===== config.mk =====
export PLATFORM = sky130hd
export DESIGN_NAME = signed_bcd_digitizer
export DESIGN_NICKNAME = d
export VERILOG_FILES = /design/src/rtl/signed_bcd_digitizer.sv
export SDC_FILE = /design/constraint.sdc
export NUM_CORES = 1
export LEC_CHECK = 0
export CORE_ASPECT_RATIO = 0.5
export CORE_MARGIN = 4
export CORE_UTILIZATION = 50
export DETAILED_ROUTE_END_ITERATION = 16
export PLACE_DENSITY_LB_ADDON = 0.05
export SYNTH_ARGS = -nofsm -noshare
export SYNTH_HDL_FRONTEND = slang
export SYNTH_SLANG_ARGS = --single-unit

===== constraint.sdc =====
create_clock -name clk -period 1.7 [get_ports clk]
set_clock_uncertainty 0.05 [all_clocks]
set_input_delay 0.34 -clock clk [delete_from_list [all_inputs] [get_ports clk]]
set_output_delay 0.34 -clock clk [all_outputs]
set_load 0.05 [all_outputs]

===== src/rtl/signed_bcd_digitizer.sv =====
// Sequential double-dabble converter: 16-bit two's-complement product to sign
// flag plus five BCD digits, one shift per clock, with a start/busy/done handshake.
module signed_bcd_digitizer #(
  parameter int WIDTH  = 16,
  parameter int DIGITS = 5
) (
  input  logic             clk,
  input  logic             rst,
  input  logic             start,
  input  logic [WIDTH-1:0] product,
  output logic             busy,
  output logic             done,
  output logic             neg,
  output logic [3:0]       D0,
  output logic [3:0]       D1,
  output logic [3:0]       D2,
  output logic [3:0]       D3,
  output logic [3:0]       D4
);

  localparam int SW    = 4 * DIGITS;
  localparam int CNT_W = $clog2(WIDTH);

  typedef enum logic [1:0] {IDLE, SHIFT, FINISH} state_t;

  state_t           state;
  logic [SW-1:0]    scratch;
  logic [SW-1:0]    adj;
  logic [WIDTH-1:0] mag;
  logic [CNT_W-1:0] count;
  logic             sign;

  // Add-3 correction is applied per nibble, so a carry can never spill into
  // the next digit.
  // NOTE: adj gets a full default before the loop so no path leaves it
  // unassigned, which would otherwise infer a latch.
  always_comb begin
    adj = scratch;
    for (int i = 0; i < DIGITS; i++) begin
      if (scratch[4*i +: 4] >= 4'd5) adj[4*i +: 4] = scratch[4*i +: 4] + 4'd3;
    end
  end

  // NOTE: every register here, working state included, is cleared by the
  // asynchronous reset so an aborted conversion leaves nothing behind; all
  // sequential updates use non-blocking assignments.
  always_ff @(posedge clk or negedge rst) begin
    if (!rst) begin
      state   <= IDLE;
      busy    <= 1'b0;
      done    <= 1'b0;
      neg     <= 1'b0;
      D0      <= 4'd0;
      D1      <= 4'd0;
      D2      <= 4'd0;
      D3      <= 4'd0;
      D4      <= 4'd0;
      scratch <= '0;
      mag     <= '0;
      count   <= '0;
      sign    <= 1'b0;
    end else begin
      done <= 1'b0;
      unique case (state)
        IDLE: begin
          if (start) begin
            // 16'h8000 negates to itself, which reads as 32768 unsigned.
            mag     <= product[WIDTH-1] ? (~product + 1'b1) : product;
            sign    <= product[WIDTH-1];
            scratch <= '0;
            count   <= '0;
            busy    <= 1'b1;
            state   <= SHIFT;
          end
        end
        SHIFT: begin
          scratch <= {adj[SW-2:0], mag[WIDTH-1]};
          mag     <= {mag[WIDTH-2:0], 1'b0};
          count   <= count + 1'b1;
          if (count == CNT_W'(WIDTH - 1)) state <= FINISH;
        end
        FINISH: begin
          D0    <= scratch[19:16];
          D1    <= scratch[15:12];
          D2    <= scratch[11:8];
          D3    <= scratch[7:4];
          D4    <= scratch[3:0];
          // A zero magnitude is never reported as negative.
          neg   <= sign & (scratch != '0);
          done  <= 1'b1;
          busy  <= 1'b0;
          state <= IDLE;
        end
        default: state <= IDLE;
      endcase
    end
  end

endmodule


---- Word level (Yosys, flattened, before mapping) ----
Index checks and enable logic that the tools add are counted.
storage, ports and cells
  register bits ........................... 66
  input port bits ......................... 19
  output and inout port bits .............. 23
cells by class
  add/subtract/negate cells ............... 7
  magnitude comparators ................... 5
  equality and inequality tests ........... 5
  muxes and demuxes ....................... 18
  bitwise gates (word level) .............. 2
  reductions and logical operators ........ 8
operators by type and width
  kind                                                               count
  case mux 20 bit (2 select lines)                                   1
  2-to-1 mux 16 bit                                                  2
  case mux 16 bit (2 select lines)                                   1
  greater-or-equal comparator 4 x 3 -> 1 bit, second input constant  5
  2-to-1 mux 20 bit                                                  1
  2-to-1 mux 4 bit                                                   5
  nonzero test 20 bit                                                1
  adder 16 x 1 -> 16 bit, second input constant                      1
  adder 4 x 2 -> 4 bit, second input constant                        4
  inverter 16 bit                                                    1
  case mux 4 bit (2 select lines)                                    1
  AND reduction 2 bit                                                4
  adder 4 x 1 -> 4 bit, second input constant                        1
  equality test 4 bit, second input constant                         1
  2-to-1 mux 2 bit                                                   2
  != test 2 bit, second input constant                               2
  case mux 2 bit (2 select lines)                                    1
  nonzero test 2 bit                                                 2
  adder 3 x 2 -> 3 bit, second input constant                        1
  2-to-1 mux 3 bit                                                   1
  equality test 2 x 1 -> 1 bit, second input constant                1
  equality test 2 bit, second input constant                         1
  logical NOT 2 bit                                                  1
  2-to-1 mux 1 bit                                                   2
  other kinds (2)                                                    2

---- Longest topological paths before layout ----
  word-level depth ........................ 5
  depth in mapped cells ................... 7
  gate-level depth less buffers ........... 6

---- Worst setup path after synthesis ----
No wires, ideal clock.
  path type ............................... input port to flip-flop
  start point ............................. in product[0]
  end point ............................... reg mag[14]
  setup time .............................. 0.128 ns
  data arrival time ....................... 1.606 ns
  data required time ...................... 1.522 ns
  setup slack ............................. -0.084 ns
  stages .................................. 7
  path buffers ............................ 1
  cells stage by stage .................... inv_1 -> ha_1 -> or3b_1 -> clkbuf_1 -> o41ai_4 -> xnor2_1 -> o21ai_2
between the ends
  cells in the longest elaborated chain, start to end .. 5
RTL lines
  item                              line  source
  start: declaration                10    input logic [WIDTH-1:0] product,
  inverter 16 bit                   68    mag <= product[WIDTH-1] ? (~product + 1'b1) : product;
  adder 16 x 1 -> 16 bit            68
  2-to-1 mux 16 bit                 68
  2-to-1 mux 16 bit                 66    if (start) begin
  case mux 16 bit (2 select lines)  64    unique case (state)
  end signal: assignment            68
  end signal: assignment            78    mag <= {mag[WIDTH-2:0], 1'b0};
  end: declaration                  29    logic [WIDTH-1:0] mag;
Every way passes these cells. The select of a mux whose other input is x is not followed.
A chain may end at the register's enable or synchronous reset.

---- Worst setup path after layout ----
  start point ............................. in product[1]
  end point ............................... reg mag[11]
The elaborated chain is that of the path after synthesis.

==> flow_summary.json <==
{
  "status": "finished clean",
  "ctsHtreeMaxLevel": 3,
  "crit_chain": "buf_2 -> or4_4 -> buf_4 -> o31ai_4 -> xor2_1 -> o21ai_1",
  "maxCapViolCount": 0,
  "crit_path_top_delay_cell": "or4_4",
  "finalSetupTns_ns": 0,
  "clk_pin_slew_ns": 0.05,
  "dr_wl_met3_um": 407,
  "p_sw_frac": 0.3770,
  "clock_latency_ns": 0.33,
  "finalPower_uw": 7542,
  "async_flop_share": 1.000,
  "drv_slew": 0,
  "die_h_um": 65.44,
  "num_io_pins": 42,
  "nFillCells": 459,
  "antenna_left": 0,
  "drtPass1Iterations": 4,
  "setup_ws_ns": 0.03604,
  "crit_path_start_kind": "input port",
  "power_density_nw_per_um2": 1682,
  "drt-met1-wl_um": 3466,
  "critical_path_class": "in -> reg",
  "yosys.area.top_type": "dfrtp_1",
  "worst_pin_slew_ns": 0.4333,
  "end_kind": "flip-flop",
  "synth-edff-count": 0,
  "detail_route.iter0.violations": 182,
  "seq_area_frac_synth": 0.5006,
  "ys_warn_count": 0,
  "r2r_slack_ns": 0.09,
  "syn2layout_area_growth_pct": 35.87,
  "fin_crit_sh": 0.9788,
  "slew_headroom": 0.7092,
  "grt_pass1_wl_um": 12620,
  "grt_use_total": 0.2020,
  "std_cell_rows": 20,
  "power_frac_comb": 0.410,
  "core_area_um2": 6231,
  "synth_common_cells": "66 x dfrtp_1, 27 x o21ai_0, 26 x nand2_1",
  "via_count": 2681,
  "synth_cell_types": 38,
  "switchingPower_uw": 2843,
  "critPathMaxFanout": 6,
  "finalNonFillerCells": 478,
  "synth_top_cell_area_share": 0.5006,
  "die_x_um": 122.9,
  "avgSynthCellArea_um2": 10.75,
  "syn_area_um2": 3299,
  "wire_per_inst_um": 16.12,
  "cts.sinks": 66,
  "port_buffers": 41,
  "dpl.hpwl_um": 5003,
  "topRoutingLayerUsed": "met4",
  "numPlacedInstances": 453,
  "p_int_uw": 4699,
  "nNetsFinal": 421,
  "hold_violations": 0,
  "cts_tree": "built",
  "synth_area_leaders": "dfrtp_1 50%, ha_1 6.1%, o21ai_0 4.1%",
  "cpLargestDelayFamily": "simple AND/OR/NAND/NOR gates",
  "yosys_most_used_dff": "dfrtp_1",
  "initial_core_util": 0.5295,
  "cts_made_buffers": 9,
  "setup_viol": 0,
  "antenna_found_initial": 0,
  "cp.arrival_ns": 1.82,
  "place_ws_ns": -0.7730,
  "utilization": 0.7195,
  "clk_path_buf_depth": 2,
  "cp.required_ns": 1.86,
  "netlist_instances": 307,
  "antenna_cells": 0,
  "critPathBufInv": 2,
  "place.gp.congestion": 0.7641,
  "grt_max_degree": 67,
  "pwr-share-seq": 0.353,
  "vdd_drop_max_uv": 695.6,
  "fmax_mhz": 601.0,
  "grt_pass1_vias": 2678,
  "grt_remaining_overflow": 0,
  "routed_wl_um": 7704,
  "synth_nets": 342,
  "pwr-share-clk": 0.237,
  "avgViaCountPerCell": 5.609,
  "route.met2.wl_um": 3735,
  "ys_seq_elements": 66,
  "die-area_um2": 8041,
  "p_leak_uw": 0.002090,
  "remaining_drc_errors": 0,
  "min_period_ns": 1.664,
  "hold_class": "in -> reg",
  "synth.most_common_cell": "dfrtp_1",
  "root_buffer": "clkbuf_16",
  "drive_above_1_share": 0.2923,
  "cp_slowest_stage_delay_ns": 0.62
}
-- power by group through the flow --
stage | sequential (µW) | combinational [µW] | clock, µW
2_1_floorplan | 2890 | 1760 | 0
3_3_place_gp | 2600 | 2910 | 0
3_5_place_dp | 2640 | 3000 | 0
4_1_cts | 2630 | 3040 | 1810
5_1_grt | 2740 | 3380 | 1910
6_report | 2670 | 3090 | 1790
-- worst paths after layout --
| kind | from | end | cells after the start |
|---|---|---|---|
| min in group asynchronous | rst | scratch[15] | 3 |
| min | product[0] | mag[0] | 3 |
| max reg2reg | scratch[13] | scratch[14] | 6 |
| min reg2reg | D2[0] | D2[0] | 2 |
| max in group asynchronous | rst | count[0] | 3 |
| max | product[1] | mag[11] | 6 |
-- cell usage in the layout (no fill, tap or decap), types with 2 or more instances in the layout --
master           count
a22oi_1              7
mux2i_1              5
dlygate4sd2_1        4
clkdlybuf4s50_1      5
inv_1               14
a32o_1               5
buf_12               5
buf_2                3
or4_4                3
nand3_1              3
clkbuf_16            9
xnor2_1              8
ha_1                15
nor2_1               5
mux2_2              10
dfrtp_1             66
o32ai_1              2
clkbuf_2             2
o21ai_0             26
a21oi_1             11
xor2_1              11
clkinv_2             2
o31ai_4              2
clkbuf_1             2
nand2_1             26
buf_4               58
o41ai_4              3
a21oi_2              2
buf_6                2
nand2b_1             8
dlymetal6s2s_1       3
or2_2                2
o21ai_1              5
o31ai_1              8
nor4b_1              3
nor3b_1              2
o22ai_1             17
a22o_1               7
-- registers in the layout, summed over array words and instances, names as in the netlist --
| signal | flops |
|---|---|
| scratch | 20 |
| mag | 16 |
| D0 | 4 |
| D1 | 4 |
| D2 | 4 |
| D3 | 4 |
| D4 | 4 |
| count | 4 |
| state | 2 |
| busy | 1 |
| done | 1 |
| neg | 1 |
| sign | 1 |
-- logic make-up (layout without fill, tap and decap cells) --
logic type | count (synthesis) | in the layout | synth area share
AO/OA/AOI/OAI | 101 | 101 | 0.2093
XOR/XNOR | 19 | 19 | 0.05044
adder cells (fa/ha/maj) | 16 | 16 | 0.06067
buffers and inverters | 32 | 115 | 0.03868
flip-flops | 66 | 66 | 0.5006
multiplexers | 15 | 15 | 0.04930
AND/OR/NAND/NOR | 58 | 58 | 0.09102
-- tightest hold or removal path, stage by stage --
cell	delay, ns
buf_2	0.14
inv_6	0.06
o21ai_0	0.07
-- metal layers --
metal,global-route usage,vias to the layer above
met5,0,-
met4,0.05439,0
met3,0.06105,10
met2,0.3481,80
met1,0.2485,1306
li1,-,1285
-- cell type report --
| type | instances | area, µm² | area share |
|---|---|---|---|
| flip-flops and latches | 66 | 1652 | 0.3684 |
| multi-input cells | 209 | 1632 | 0.3639 |
| repair buffers | 84 | 725.7 | 0.1619 |
| clock buffers | 12 | 246.5 | 0.05498 |
| well taps | 88 | 110.1 | 0.02456 |
| inverters | 16 | 77.57 | 0.01730 |
| clock inverters | 3 | 40.04 | 0.008931 |
-- per-stage QoR --
step                      instance area, µm²  hold WS, ns
after floorplan                         3344    -0.005591
after global placement                  4034       0.3297
after detailed placement                4034       0.3370
after CTS                               4365       0.2763
after global routing                    4483       0.2692
final                                   4483       0.2781
-- repair_timing --
action	4_1_cts	5_1_grt
pin swaps	10	10
hold endpoints to repair	28	0
setup endpoints to repair	12	14
gates resized for setup	24	19
setup buffers	2	7
hold buffers	1	0
Power figures use the tool's default switching activity.
